--- src/rtl/mem_access_unit_pkg.sv ---
// Shared definitions for the MEM-stage load/store unit:
// op codes, lane-select constants and enable levels.
package mem_access_unit_pkg;

   localparam int MEM_OP_W = 4;

   typedef enum logic [3:0] {
      OP_NOP = 4'd0,
      OP_LB  = 4'd1,
      OP_LBU = 4'd2,
      OP_LH  = 4'd3,
      OP_LHU = 4'd4,
      OP_LW  = 4'd5,
      OP_SB  = 4'd6,
      OP_SH  = 4'd7,
      OP_SW  = 4'd8
   } mem_op_e;

   typedef enum logic [1:0] {
      ST_IDLE,
      ST_ACCESS,
      ST_RESP
   } mau_state_e;

   // bit3 of a select is data[31:24], i.e. byte offset 0
   localparam logic [3:0] SEL_NONE  = 4'b0000;
   localparam logic [3:0] SEL_BYTE0 = 4'b1000;
   localparam logic [3:0] SEL_HALF0 = 4'b1100;
   localparam logic [3:0] SEL_HALF2 = 4'b0011;
   localparam logic [3:0] SEL_WORD  = 4'b1111;

   localparam logic WRITE_ENABLE = 1'b1;
   localparam logic CHIP_ENABLE  = 1'b1;

   localparam logic [31:0] ZERO_WORD = 32'h0000_0000;

   function automatic logic is_store(mem_op_e op);
      return (op == OP_SB) || (op == OP_SH) || (op == OP_SW);
   endfunction

   function automatic logic misaligned(mem_op_e op, logic [1:0] k);
      logic half;
      logic word;
      half = (op == OP_LH) || (op == OP_LHU) || (op == OP_SH);
      word = (op == OP_LW) || (op == OP_SW);
      return (half && k[0]) || (word && (k != 2'b00));
   endfunction

endpackage

--- src/rtl/mem_access_unit_lane_align.sv ---
// Byte-lane steering: store select/replication and load
// extraction with sign or zero extension.
module mem_lane_align
   import mem_access_unit_pkg::*;
(
   input  mem_op_e     op_i,
   input  logic [1:0]  k_i,
   input  logic [31:0] wdata_i,
   input  logic [31:0] rdata_i,
   output logic [3:0]  sel_o,
   output logic [31:0] st_data_o,
   output logic [31:0] ld_data_o
);

   logic [7:0]  byte_w;
   logic [15:0] half_w;

   // pick the addressed byte / half from the big-endian word
   always_comb begin
      byte_w = rdata_i[31 - 8*k_i -: 8];
      half_w = k_i[1] ? rdata_i[15:0] : rdata_i[31:16];
   end

   // store lane select and replicated data
   always_comb begin
      sel_o     = SEL_NONE;
      st_data_o = ZERO_WORD;
      unique case (op_i)
         OP_SB: begin
            sel_o     = SEL_BYTE0 >> k_i;
            st_data_o = {4{wdata_i[7:0]}};
         end
         OP_SH: begin
            sel_o     = k_i[1] ? SEL_HALF2 : SEL_HALF0;
            st_data_o = {2{wdata_i[15:0]}};
         end
         OP_SW: begin
            sel_o     = SEL_WORD;
            st_data_o = wdata_i;
         end
         default: ;
      endcase
   end

   // load formatting
   always_comb begin
      ld_data_o = ZERO_WORD;
      unique case (op_i)
         OP_LB:   ld_data_o = {{24{byte_w[7]}}, byte_w};
         OP_LBU:  ld_data_o = {24'h0, byte_w};
         OP_LH:   ld_data_o = {{16{half_w[15]}}, half_w};
         OP_LHU:  ld_data_o = {16'h0, half_w};
         OP_LW:   ld_data_o = rdata_i;
         default: ;
      endcase
   end

endmodule

--- src/rtl/mem_access_unit.sv ---
// MEM-stage load/store unit: one request at a time, alignment
// check, RAM port sequencing and a registered response.
module mem_access_unit
   import mem_access_unit_pkg::*;
#(
   parameter int WAIT_CYCLES = 0,
   parameter int OP_W        = MEM_OP_W
) (
   input  logic            clk,
   input  logic            rst,
   input  logic            flush,
   input  logic            req_valid,
   output logic            req_ready,
   input  logic [OP_W-1:0] req_op,
   input  logic [31:0]     req_addr,
   input  logic [31:0]     req_wdata,
   input  logic [4:0]      req_rd,
   input  logic            req_wb_en,
   output logic            resp_valid,
   input  logic            resp_ready,
   output logic [31:0]     resp_data,
   output logic [4:0]      resp_rd,
   output logic            resp_wb_en,
   output logic            resp_exc,
   output logic [31:0]     resp_bad_addr,
   output logic            ram_en,
   output logic            ram_write_en,
   output logic [3:0]      ram_write_sel,
   output logic [31:0]     ram_addr,
   output logic [31:0]     ram_write_data,
   input  logic [31:0]     ram_read_data
);

   mau_state_e  state_q, state_d;
   logic [3:0]  cnt_q, cnt_d;
   mem_op_e     op_q, op_d;
   logic [31:0] addr_q, addr_d;
   logic [31:0] wdata_q, wdata_d;
   logic [4:0]  rd_q, rd_d;
   logic        wb_q, wb_d;
   logic        exc_q, exc_d;
   logic [31:0] rdat_q, rdat_d;

   mem_op_e     new_op;
   logic        commit;
   logic [3:0]  sel_w;
   logic [31:0] st_w;
   logic [31:0] ld_w;
   logic        in_resp;

   mem_lane_align u_align (
      .op_i      (op_q),
      .k_i       (addr_q[1:0]),
      .wdata_i   (wdata_q),
      .rdata_i   (ram_read_data),
      .sel_o     (sel_w),
      .st_data_o (st_w),
      .ld_data_o (ld_w)
   );

   // unknown op codes collapse to NOP
   always_comb begin
      new_op = OP_NOP;
      if (req_op <= OP_W'(OP_SW)) begin
         new_op = mem_op_e'(req_op[3:0]);
      end
   end

   // next-state, request latching and response capture
   always_comb begin
      state_d = state_q;
      cnt_d   = cnt_q;
      op_d    = op_q;
      addr_d  = addr_q;
      wdata_d = wdata_q;
      rd_d    = rd_q;
      wb_d    = wb_q;
      exc_d   = exc_q;
      rdat_d  = rdat_q;
      commit  = 1'b0;
      unique case (state_q)
         ST_IDLE: begin
            if (req_valid && !flush) begin
               op_d    = new_op;
               addr_d  = req_addr;
               wdata_d = req_wdata;
               rd_d    = req_rd;
               wb_d    = req_wb_en;
               exc_d   = misaligned(new_op, req_addr[1:0]);
               if (exc_d) begin
                  rdat_d  = ZERO_WORD;
                  state_d = ST_RESP;
               end else if (new_op == OP_NOP) begin
                  rdat_d  = req_wdata;
                  state_d = ST_RESP;
               end else begin
                  cnt_d   = 4'(WAIT_CYCLES);
                  state_d = ST_ACCESS;
               end
            end
         end
         ST_ACCESS: begin
            if (cnt_q != 4'd0) begin
               cnt_d = cnt_q - 4'd1;
            end else begin
               commit  = is_store(op_q);
               rdat_d  = is_store(op_q) ? ZERO_WORD : ld_w;
               state_d = ST_RESP;
            end
         end
         ST_RESP: begin
            if (resp_ready) begin
               state_d = ST_IDLE;
            end
         end
         default: state_d = ST_IDLE;
      endcase
      if (flush) begin
         state_d = ST_IDLE;
      end
   end

   // state and latched request registers
   always_ff @(posedge clk or negedge rst) begin
      if (!rst) begin
         state_q <= ST_IDLE;
         cnt_q   <= 4'd0;
         op_q    <= OP_NOP;
         addr_q  <= ZERO_WORD;
         wdata_q <= ZERO_WORD;
         rd_q    <= 5'd0;
         wb_q    <= 1'b0;
         exc_q   <= 1'b0;
         rdat_q  <= ZERO_WORD;
      end else begin
         state_q <= state_d;
         cnt_q   <= cnt_d;
         op_q    <= op_d;
         addr_q  <= addr_d;
         wdata_q <= wdata_d;
         rd_q    <= rd_d;
         wb_q    <= wb_d;
         exc_q   <= exc_d;
         rdat_q  <= rdat_d;
      end
   end

   // RAM port and response outputs, zero outside their state
   always_comb begin
      in_resp        = (state_q == ST_RESP);
      req_ready      = rst && (state_q == ST_IDLE);
      ram_en         = (state_q == ST_ACCESS) ? CHIP_ENABLE : ~CHIP_ENABLE;
      ram_write_en   = (commit && !flush) ? WRITE_ENABLE : ~WRITE_ENABLE;
      ram_write_sel  = ram_en ? sel_w : SEL_NONE;
      ram_write_data = ram_en ? st_w : ZERO_WORD;
      ram_addr       = ram_en ? {addr_q[31:2], 2'b00} : ZERO_WORD;
      resp_valid     = in_resp;
      resp_data      = in_resp ? rdat_q : ZERO_WORD;
      resp_rd        = in_resp ? rd_q : 5'd0;
      resp_exc       = in_resp && exc_q;
      resp_wb_en     = in_resp && wb_q && !exc_q && !is_store(op_q);
      resp_bad_addr  = (in_resp && exc_q) ? addr_q : ZERO_WORD;
   end

endmodule

--- config.mk ---
export PLATFORM = sky130hd
export DESIGN_NAME = mem_access_unit
export DESIGN_NICKNAME = d
export VERILOG_FILES = /design/src/rtl/mem_access_unit_pkg.sv /design/src/rtl/mem_access_unit_lane_align.sv /design/src/rtl/mem_access_unit.sv
export SDC_FILE = /design/constraint.sdc
export NUM_CORES = 1
export LEC_CHECK = 0
export CORE_ASPECT_RATIO = 1.25
export CORE_MARGIN = 5
export CORE_UTILIZATION = 40
export CTS_BUF_LIST = sky130_fd_sc_hd__clkbuf_4 sky130_fd_sc_hd__clkbuf_8
export CTS_CLUSTER_DIAMETER = 100
export CTS_CLUSTER_SIZE = 28
export DETAILED_ROUTE_END_ITERATION = 10
export PLACE_DENSITY_LB_ADDON = 0.1
export SYNTH_ARGS = -nofsm -noshare
export SYNTH_HDL_FRONTEND = slang
export SYNTH_SLANG_ARGS = --single-unit
--- constraint.sdc ---
create_clock -name clk -period 2.5 [get_ports clk]
set_clock_uncertainty 0.15 [all_clocks]
set_input_delay 0.5 -clock clk [delete_from_list [all_inputs] [get_ports clk]]
set_output_delay 0.5 -clock clk [all_outputs]
set_load 0.02 [all_outputs]
==> reports/qor.json, run 1 <==
{
  "outcome": {
    "outcome": "complete, but fails checks",
    "failed_checks": "setup timing"
  },
  "clock_network": {
    "cts_root_buffer_type": "sky130_fd_sc_hd__clkbuf_8",
    "cts_num_sinks": 113,
    "cts_hold_repair.buffers": 0,
    "ctsHtreeMaxLevel": 4,
    "clock_tree.buffer_depth": 2,
    "tritoncts": "built",
    "worst_skew_pair_latency_ns": 0.44,
    "worst_setup_hold_path_clk_slew_ns": 0.08,
    "cts_made_buffers": 17
  },
  "power_and_ir_drop": {
    "comb_power_share": 0.374,
    "power-per-cell-area_nw_per_um2": 691,
    "clkPwrFrac": 0.230,
    "share_seq_of_total_power": 0.396,
    "vdd_drop_max_uv": 304,
    "leakagePower_nw": 4.82,
    "netSwitchingFraction": 0.373,
    "p_sw_mw": 2.70,
    "cell_internal_power_mw": 4.55
  },
  "worst_setup_path": {
    "r2r_start": "op_q[0]",
    "crit_path_max_fanout": 8,
    "critical-path-slowest-cell": "sky130_fd_sc_hd__dfrtp_1",
    "worst_setup_path_startpoint": "op_q[0]",
    "worst_setup_path_end_kind": "output pin",
    "timing.critical_path.required_ns": 1.85,
    "critPathArrivalTime_ns": 1.90,
    "ff2ff_setup_slack_ns": 0.05,
    "timing.critical_path.cells": "nor4b_4, buf_6, nor2_4, nor2_2, buf_6, and2_4, buf_6",
    "cp_common_cell": "sky130_fd_sc_hd__buf_6",
    "critPathKind": "reg2out",
    "slowest_delay_ns": 0.41,
    "start_kind": "register",
    "cell_depth_of_the_worst_flop_to_flop_path": 7,
    "worstReg2RegEnd": "rdat_q[4]"
  },
  "synthesis": {
    "synthesis.area_per_instance_um2": 8.04,
    "synth_top_cell_area_share": 0.407,
    "async_set_or_reset_register_ratio_after_synthesis": 1.00,
    "synth-main-ff-cell": "sky130_fd_sc_hd__dfrtp_1",
    "yosysWarnings": 0,
    "synth.distinct_cells": 62,
    "synth_most_common_cell": "sky130_fd_sc_hd__nand2_1",
    "post_synth_instance_area_um2": 6940,
    "yosysSeqAreaShare": 0.407,
    "synth_top_cells_by_area": "sky130_fd_sc_hd__dfrtp_1 41%, sky130_fd_sc_hd__nand2_1 13%, sky130_fd_sc_hd__and2_1 8.4%",
    "synth-seq-cells": 113,
    "yosys.area.top_type": "sky130_fd_sc_hd__dfrtp_1",
    "netlist_instances": 863,
    "ranking_of_synthesized_cells_by_instance_count": "249 x sky130_fd_sc_hd__nand2_1, 113 x sky130_fd_sc_hd__dfrtp_1, 93 x sky130_fd_sc_hd__and2_1, 49 x sky130_fd_sc_hd__and3_1, 47 x sky130_fd_sc_hd__clkbuf_1",
    "synth-edff-count": 0
  },
  "grt": {
    "antenna_found_initial": 0,
    "global_route.usage.total": 0.252,
    "global_route.usage.met2": 0.439,
    "grt_first_pass_wirelength_mm": 39.8,
    "grtUsageMet1": 0.302,
    "first_global_vias": 7397,
    "global_route.overflow_total": 0,
    "grt.met3_usage": 0.0516,
    "largest_net_degree_at_the_start_of_global_routing": 114,
    "busiest_layer": "met2"
  },
  "floorplan": {
    "die-area_um2": 20100,
    "effective_utilization_at_floorplan": 0.409,
    "ioPinCount": 254,
    "die_h_um": 157,
    "core_region_area_um2": 17000,
    "chipWidth_um": 128,
    "num_rows": 53
  },
  "timing": {
    "final.period_utilization": 1.02,
    "timing.final.ws_setup_ns": -0.0483,
    "report.final.setup_viol": 13,
    "max_freq_mhz": 392,
    "finalHoldViolCount": 0,
    "setup_repair_after_global_routing_missed_its_margin": "true",
    "max-slew-margin-rel": 0.491,
    "slew_viol_final": 0,
    "final.hold.worst_slack_ns": 0.0226,
    "period_minus_slack_ns": 2.55,
    "worst_pin_slew_ns": 0.763
  },
  "finish": {
    "stdcell_count": 1363,
    "layout.filler_cells": 1550,
    "areaGrowthSynthToFinish_pct": 51.1,
    "final_net_count": 1242,
    "post-route-util": 0.618,
    "final_layout_size_suffix_gt1_frac": 0.270,
    "num_antenna_cells": 0
  },
  "route": {
    "total_iterations_of_the_first_detailed_routing_run": 5,
    "detail_route.iter0.violations": 463,
    "drt.antenna.violating_nets": 0,
    "post-route-drc-count": 0,
    "route.detailed.wl_per_inst_um": 19.2,
    "drt-total-wl_mm": 26.2,
    "num_vias": 7385,
    "vias_per_cell": 5.42
  },
  "placement": {
    "io_buffer_count": 251,
    "post-place-cells": 1321,
    "pre_cts_slack_ns": -0.268,
    "dp_hpwl_mm": 18.9,
    "gpl.final_weighted_congestion": 0.871
  },
  "hold_path": {
    "hold_path_class": "in2async"
  },
  "run": {
    "max_cap_viol_count": 0
  }
}
[layout by cell type (no fill, tap or decap), types with 4 or more instances in the layout]
master / instances
sky130_fd_sc_hd__a21oi_1: 8
sky130_fd_sc_hd__a21oi_2: 20
sky130_fd_sc_hd__a22oi_1: 5
sky130_fd_sc_hd__a22oi_2: 5
sky130_fd_sc_hd__a2bb2oi_1: 24
sky130_fd_sc_hd__a31o_2: 8
sky130_fd_sc_hd__a31oi_1: 5
sky130_fd_sc_hd__a32oi_1: 14
sky130_fd_sc_hd__and2_1: 84
sky130_fd_sc_hd__and2_4: 9
sky130_fd_sc_hd__and3_1: 49
sky130_fd_sc_hd__buf_12: 12
sky130_fd_sc_hd__buf_4: 72
sky130_fd_sc_hd__buf_6: 18
sky130_fd_sc_hd__clkbuf_2: 46
sky130_fd_sc_hd__clkbuf_8: 18
sky130_fd_sc_hd__clkdlybuf4s15_1: 23
sky130_fd_sc_hd__clkdlybuf4s15_2: 30
sky130_fd_sc_hd__clkdlybuf4s50_1: 109
sky130_fd_sc_hd__clkinv_4: 4
sky130_fd_sc_hd__dfrtp_1: 113
sky130_fd_sc_hd__dlygate4sd2_1: 4
sky130_fd_sc_hd__inv_1: 6
sky130_fd_sc_hd__inv_6: 4
sky130_fd_sc_hd__mux2_2: 15
sky130_fd_sc_hd__nand2_1: 238
sky130_fd_sc_hd__nand2_2: 12
sky130_fd_sc_hd__nand2b_1: 4
sky130_fd_sc_hd__nand3_1: 11
sky130_fd_sc_hd__nand3b_1: 16
sky130_fd_sc_hd__nor2_1: 22
sky130_fd_sc_hd__nor2b_1: 6
sky130_fd_sc_hd__o21ai_0: 39
sky130_fd_sc_hd__o21ai_1: 11
sky130_fd_sc_hd__o22a_1: 9
[cell type report]
type	count	area, um2	area share
multi-input combinational	672	4000	0.381
timing repair buffer	319	2970	0.283
tap	220	275	0.0262
inverter	7	28.8	0.00274
clock buffer	19	255	0.0243
sequential	113	2830	0.270
clock inverter	13	128	0.0122
[metrics by stage]
step / setup TNS [ns] / area, um2 / power (mW)
after CTS: -3.19 / 10500 / 7.19
after detailed placement: -10.22 / 10000 / 5.55
after floorplan: 0 / 6980 / 4.27
after global placement: -8.51 / 10000 / 5.49
after global routing: -3.45 / 10500 / 7.67
final: -0.496 / 10500 / 7.24
[critical path, delay by kind of cell (launching register included)]
| family | cells | cell delay (ns) |
|---|---|---|
| buffers and inverters | 3 | 0.42 |
| AND/OR/NAND/NOR | 4 | 0.64 |
| flip-flops | 1 | 0.41 |
[layer usage]
layer	routed length, um	part of all wire
met4	955	0.036
met2	13500	0.51
met1	10300	0.39
met3	1480	0.057
met5	0	0
[power by group through the flow]
| stage | clock (mW) | combinational (mW) | sequential (mW) |
|---|---|---|---|
| after floorplan | 0 | 1.59 | 2.68 |
| after global placement | 0 | 2.65 | 2.85 |
| after detailed placement | 0 | 2.70 | 2.85 |
| after CTS | 1.69 | 2.65 | 2.85 |
| after global routing | 1.78 | 2.96 | 2.92 |
| final | 1.67 | 2.71 | 2.87 |
[sequential cells by signal, summed over array words and instances (netlist names)]
name     flops
wb_q         1
cnt_q        4
state_q      2
exc_q        1
rdat_q      32
rd_q         5
addr_q      32
wdata_q     32
op_q         4
[cell families (layout without fill, tap and decap cells)]
kind of cell,after synthesis,after routing,share of synthesized area
compound gates,167,167,0.166
buf+inv,79,358,0.0501
xor+xnor,3,3,0.00379
flops,113,113,0.407
other cells,1,2,0.000540
simple gates,481,481,0.342
mux,18,18,0.0287
fa+ha+maj,1,1,0.00180
[how the worst max path moves through the flow]
stage,endpoint,slack (ns),cells past startpoint
2_1_floorplan,ram_write_data[18],0.0003,7
3_3_place_gp,rdat_q[1],-0.22,7
3_5_place_dp,rdat_q[3],-0.27,7
4_1_cts,ram_write_data[9],-0.18,7
5_1_grt,ram_write_data[12],-0.14,7
6_report,ram_write_data[7],-0.05,7
[repair_timing]
action	in CTS	in global routing
pin swaps	8	19
buffers inserted	4	6
endpoints found under the setup margin	141	146
cloned	2	2
resized for setup	389	155
(Power assumes the default switching activity.)
==> inputs of run 2 (changes only) <==
- PLACE_DENSITY: default -> 0.73
- PLACE_DENSITY_LB_ADDON: 0.1 -> default
- TNS_END_PERCENT: default -> 30
==> reports/qor.json, run 2 (synthesized netlist as in run 1, its figures left out) <==
{
  "floorplan": {
    "chipWidth_um": 128,
    "effective_utilization_at_floorplan": 0.409,
    "die-area_um2": 20100,
    "ioPinCount": 254,
    "num_rows": 53,
    "die_h_um": 157,
    "core_region_area_um2": 17000
  },
  "finish": {
    "final_common_cell": "sky130_fd_sc_hd__nand2_1",
    "biggestRegsByFlops": "addr_q (32), rdat_q (32), wdata_q (32)",
    "final_net_count": 1245,
    "areaGrowthSynthToFinish_pct": 50.8,
    "post-route-util": 0.617,
    "final_area_um2": 10500,
    "most_used_cells_in_the_layout_excluding_fill_and_tap_cells": "244 x sky130_fd_sc_hd__nand2_1, 112 x sky130_fd_sc_hd__dfrtp_1, 109 x sky130_fd_sc_hd__clkdlybuf4s50_1",
    "num_antenna_cells": 0,
    "final_layout_size_suffix_gt1_frac": 0.263
  },
  "grt": {
    "global_route.overflow_total": 0,
    "first_global_vias": 7406,
    "global_route.usage.total": 0.259,
    "global_route.usage.met2": 0.433,
    "grt_first_pass_wirelength_mm": 40.8,
    "grt.met3_usage": 0.0716,
    "largest_net_degree_at_the_start_of_global_routing": 114,
    "busiest_layer": "met2",
    "grtUsageMet1": 0.316,
    "antenna_found_initial": 1
  },
  "clock_network": {
    "worst_skew_pair_latency_ns": 0.45,
    "cts_num_sinks": 113,
    "clock_tree.buffer_depth": 2,
    "cts_made_buffers": 17,
    "cts_hold_repair.buffers": 0,
    "worst_setup_hold_path_clk_slew_ns": 0.08,
    "ctsHtreeMaxLevel": 4,
    "cts_root_buffer_type": "sky130_fd_sc_hd__clkbuf_8",
    "tritoncts": "built"
  },
  "power_and_ir_drop": {
    "vdd_drop_max_uv": 342,
    "leakagePower_nw": 4.92,
    "power-per-cell-area_nw_per_um2": 728
  },
  "placement": {
    "gpl.final_weighted_congestion": 0.889,
    "io_buffer_count": 251,
    "pre_cts_slack_ns": -0.230,
    "dp_hpwl_mm": 19.1,
    "dpl-instance-area_um2": 9950
  },
  "worst_setup_path": {
    "worst_setup_path_end_kind": "output pin",
    "critical-path-slowest-cell": "sky130_fd_sc_hd__dfrtp_1",
    "critPathKind": "reg2out",
    "timing.critical_path.required_ns": 1.85,
    "start_kind": "register",
    "timing.critical_path.cells": "nor4b_2, buf_4, nor2_4, nor2_2, buf_6, buf_4, and2_4, buf_6",
    "critPathArrivalTime_ns": 1.99,
    "slowest_delay_ns": 0.40,
    "crit_path_max_fanout": 8
  },
  "timing": {
    "finalHoldViolCount": 0,
    "report.final.setup_viol": 33,
    "slew_viol_final": 0,
    "period_minus_slack_ns": 2.64,
    "timing.final.ws_setup_ns": -0.138,
    "setup_repair_after_global_routing_missed_its_margin": "true",
    "max-slew-margin-rel": 0.549,
    "worst_pin_slew_ns": 0.676,
    "final.period_utilization": 1.06,
    "max_freq_mhz": 379
  },
  "route": {
    "detail_route.iter0.violations": 637,
    "route.detailed.wl_per_inst_um": 19.4,
    "drt.antenna.violating_nets": 0,
    "num_vias": 7414,
    "vias_per_cell": 5.43,
    "post-route-drc-count": 0,
    "total_iterations_of_the_first_detailed_routing_run": 5,
    "drt-total-wl_mm": 26.5
  },
  "outcome": {
    "outcome": "complete, but fails checks",
    "failed_checks": "setup timing"
  },
  "run": {
    "max_cap_viol_count": 0
  },
  "hold_path": {
    "hold_path_class": "in2async"
  }
}
-- run 2: layout make-up --
cell class                 instances  area [um2]
clock buffer                      22         290
inverter                           7        26.3
tap                              220         275
sequential                       113        2830
timing repair buffer             322        2900
clock inverter                    10         180
fill                            1538        6510
multi-input combinational        672        3970
-- run 2: power by group --
group          internal (mW)  leakage, nW  switching, mW  total (mW)
Combinational           1.28         3.32           1.42        2.69
Sequential              2.41         1.37          0.464        2.88
Clock                   1.28        0.236          0.765        2.05
Total                   4.97         4.92           2.65        7.62
-- run 2: worst max-delay path: cells and delay by family, from the launching register on --
family                 cells  cell delay [ns]
AND/OR/NAND/NOR            4             0.58
buffers and inverters      4             0.56
flip-flops                 1             0.40
-- run 2: final timing paths --
| kind | from | endpoint | slack (ns) | cells past startpoint |
|---|---|---|---|---|
| max in group asynchronous | rst | rdat_q[5] | 1.68 | 2 |
| min in group clk | rd_q[1] | rd_q[1] | 0.32 | 2 |
| worst min register to register | rd_q[1] | rd_q[1] | 0.32 | 2 |
| worst max register to register | op_q[0] | rdat_q[9] | 0.12 | 7 |
| worst min-delay path | rst | wdata_q[11] | 0.03 | 2 |
| worst max-delay path | op_q[2] | ram_write_data[0] | -0.14 | 8 |
-- run 2: routing by layer --
layer	share of wire	up-vias
met5	0.00049	-
met4	0.041	2
met2	0.49	380
li1	-	3466
met1	0.39	3496
met3	0.082	70
-- run 2: per-stage QoR --
step                      setup TNS [ns]  instances  hold slack (ns)  power [mW]
after floorplan                   -0.340        864           0.0544        4.27
after global placement             -9.97       1318            0.300        5.47
after detailed placement          -14.64       1318            0.304        5.53
after CTS                          -2.17       1360           0.0434        7.57
after global routing               -5.80       1366           0.0351        8.02
final                              -1.63       1366           0.0274        7.62
-- run 2: repair_timing --
action                                  4_1_cts  5_1_grt
setup buffers                                 8        7
pin swaps                                     9       18
endpoints found under the setup margin      140      165
gates resized for setup                     418      122
cloned                                        2        0
==> inputs of run 3 (changes only) <==
- CORE_MARGIN: 5 -> default
==> reports/qor.json, run 3 (synthesized netlist as in run 1, its figures left out) <==
{
  "outcome": {
    "outcome": "complete, but fails checks",
    "failed_checks": "setup timing"
  },
  "floorplan": {
    "die-area_um2": 17900,
    "chipWidth_um": 120,
    "core_region_area_um2": 16900,
    "num_rows": 53,
    "ioPinCount": 254,
    "effective_utilization_at_floorplan": 0.411,
    "die_h_um": 149
  },
  "route": {
    "drt-total-wl_mm": 25.2,
    "route.detailed.wl_per_inst_um": 18.6,
    "vias_per_cell": 5.43,
    "drt.antenna.violating_nets": 0,
    "post-route-drc-count": 0,
    "detail_route.iter0.violations": 589,
    "num_vias": 7364,
    "total_iterations_of_the_first_detailed_routing_run": 5
  },
  "timing": {
    "totalNegativeSetupSlack_ns": -2.71,
    "finalHoldViolCount": 0,
    "max_freq_mhz": 375,
    "report.final.setup_viol": 32,
    "timing.final.ws_setup_ns": -0.164,
    "max-slew-margin-rel": 0.484,
    "worst_pin_slew_ns": 0.774,
    "period_minus_slack_ns": 2.66,
    "final.period_utilization": 1.07,
    "slew_viol_final": 0,
    "setup_repair_after_global_routing_missed_its_margin": "true"
  },
  "finish": {
    "multi_input_area_um2": 3940,
    "layout.filler_cells": 1580,
    "final_common_cell": "sky130_fd_sc_hd__nand2_1",
    "regArea_um2": 2830,
    "final_layout_size_suffix_gt1_frac": 0.272,
    "final_area_um2": 10200,
    "most_used_cells_in_the_layout_excluding_fill_and_tap_cells": "242 x sky130_fd_sc_hd__nand2_1, 112 x sky130_fd_sc_hd__dfrtp_1, 109 x sky130_fd_sc_hd__clkdlybuf4s50_1",
    "biggestRegsByFlops": "addr_q (32), rdat_q (32), wdata_q (32)",
    "areaGrowthSynthToFinish_pct": 47.0,
    "final_net_count": 1237,
    "num_antenna_cells": 0,
    "post-route-util": 0.603,
    "stdcell_count": 1356
  },
  "clock_network": {
    "tritoncts": "built",
    "cts_root_buffer_type": "sky130_fd_sc_hd__clkbuf_8",
    "clock_tree.buffer_depth": 2,
    "cts_made_buffers": 17,
    "worst_setup_hold_path_clk_slew_ns": 0.07,
    "worst_skew_pair_latency_ns": 0.45,
    "ctsHtreeMaxLevel": 4,
    "cts_num_sinks": 113
  },
  "worst_setup_path": {
    "timing.critical_path.required_ns": 1.85,
    "start_kind": "register",
    "crit_path_max_fanout": 5,
    "critPathKind": "reg2out",
    "critPathArrivalTime_ns": 2.01,
    "worst_setup_path_end_kind": "output pin"
  },
  "grt": {
    "global_route.overflow_total": 0,
    "global_route.usage.total": 0.282,
    "busiest_layer": "met2",
    "first_global_vias": 7241,
    "global_route.usage.met2": 0.489,
    "antenna_found_initial": 0,
    "grt_first_pass_wirelength_mm": 38.4,
    "largest_net_degree_at_the_start_of_global_routing": 76,
    "grtUsageMet1": 0.324,
    "grt.met3_usage": 0.0707
  },
  "power_and_ir_drop": {
    "leakagePower_nw": 4.78,
    "power-per-cell-area_nw_per_um2": 705,
    "vdd_drop_max_uv": 355,
    "total_power_mw": 7.20
  },
  "placement": {
    "io_buffer_count": 251,
    "gpl.final_weighted_congestion": 0.879,
    "dpl-instance-area_um2": 9940,
    "dp_hpwl_mm": 18.2,
    "post-place-cells": 1315
  },
  "run": {
    "max_cap_viol_count": 0
  },
  "hold_path": {
    "hold_path_class": "in2async"
  }
}
-- run 3: cell types whose count changed in the layout (fill, tap and decap cells not counted), moves of 5 or more --
cell | previous run | this run
sky130_fd_sc_hd__a21oi_2 | 11 | 16
sky130_fd_sc_hd__buf_2 | 8 | 1
sky130_fd_sc_hd__buf_4 | 79 | 69
sky130_fd_sc_hd__clkbuf_2 | 48 | 78
sky130_fd_sc_hd__clkdlybuf4s15_1 | 15 | 2
sky130_fd_sc_hd__dlygate4sd2_1 | 10 | 3
-- run 3: report_power, final --
part | leakage [nW] | internal, mW | total (mW) | switching (mW)
sequential | 1.37 | 2.41 | 2.85 | 0.442
combinational | 3.23 | 1.22 | 2.61 | 1.39
clock | 0.189 | 0.961 | 1.73 | 0.768
total | 4.78 | 4.59 | 7.20 | 2.60
-- run 3: final timing paths --
| kind | from | to | slack (ns) | cells past startpoint |
|---|---|---|---|---|
| worst min-delay path | rst | wdata_q[28] | 0.25 | 2 |
| worst max-delay path | op_q[2] | ram_write_data[7] | -0.16 | 8 |
| min in group clk | rd_q[4] | rd_q[4] | 0.32 | 2 |
| worst max register to register | op_q[3] | rdat_q[8] | 0.16 | 6 |
| worst min register to register | rd_q[4] | rd_q[4] | 0.32 | 2 |
| max in group asynchronous | rst | rdat_q[29] | 0.99 | 3 |
-- run 3: stage by stage --
stage / setup WS, ns / hold slack, ns
6_report: -0.164 / 0.248
3_3_place_gp: -0.217 / 0.161
3_5_place_dp: -0.263 / 0.161
2_1_floorplan: -0.0567 / 0.0544
4_1_cts: -0.185 / 0.230
5_1_grt: -0.210 / 0.233
-- run 3: cell type report --
type	count	area share
inverter	7	0.00258
clock buffer	21	0.0277
sequential	113	0.277
timing repair buffer	314	0.269
clock inverter	9	0.0107
multi-input combinational	672	0.386
tap	220	0.0270
-- run 3: worst max-delay path: stages, from the launching register on --
cell	delay [ns]
sky130_fd_sc_hd__dfrtp_1	0.41
sky130_fd_sc_hd__nor4b_2	0.31
sky130_fd_sc_hd__buf_4	0.20
sky130_fd_sc_hd__nor2_2	0.06
sky130_fd_sc_hd__nor2_1	0.10
sky130_fd_sc_hd__buf_4	0.14
sky130_fd_sc_hd__buf_6	0.11
sky130_fd_sc_hd__and2_4	0.14
sky130_fd_sc_hd__buf_6	0.11
-- run 3: timing repair --
action                                  4_1_cts  5_1_grt
pin swaps                                     3       17
hold endpoints to repair                      1        0
hold buffers                                  1        0
resized for setup                           375      177
endpoints found under the setup margin      141      142
buffers inserted                              8        1
gates cloned                                  2        0
-- run 3: metal layers --
metal / up-vias / routed length [um]
li1: 3453 / -
met1: 3523 / 9800
met2: 322 / 12700
met3: 66 / 1680
met4: 0 / 1010
met5: - / 0
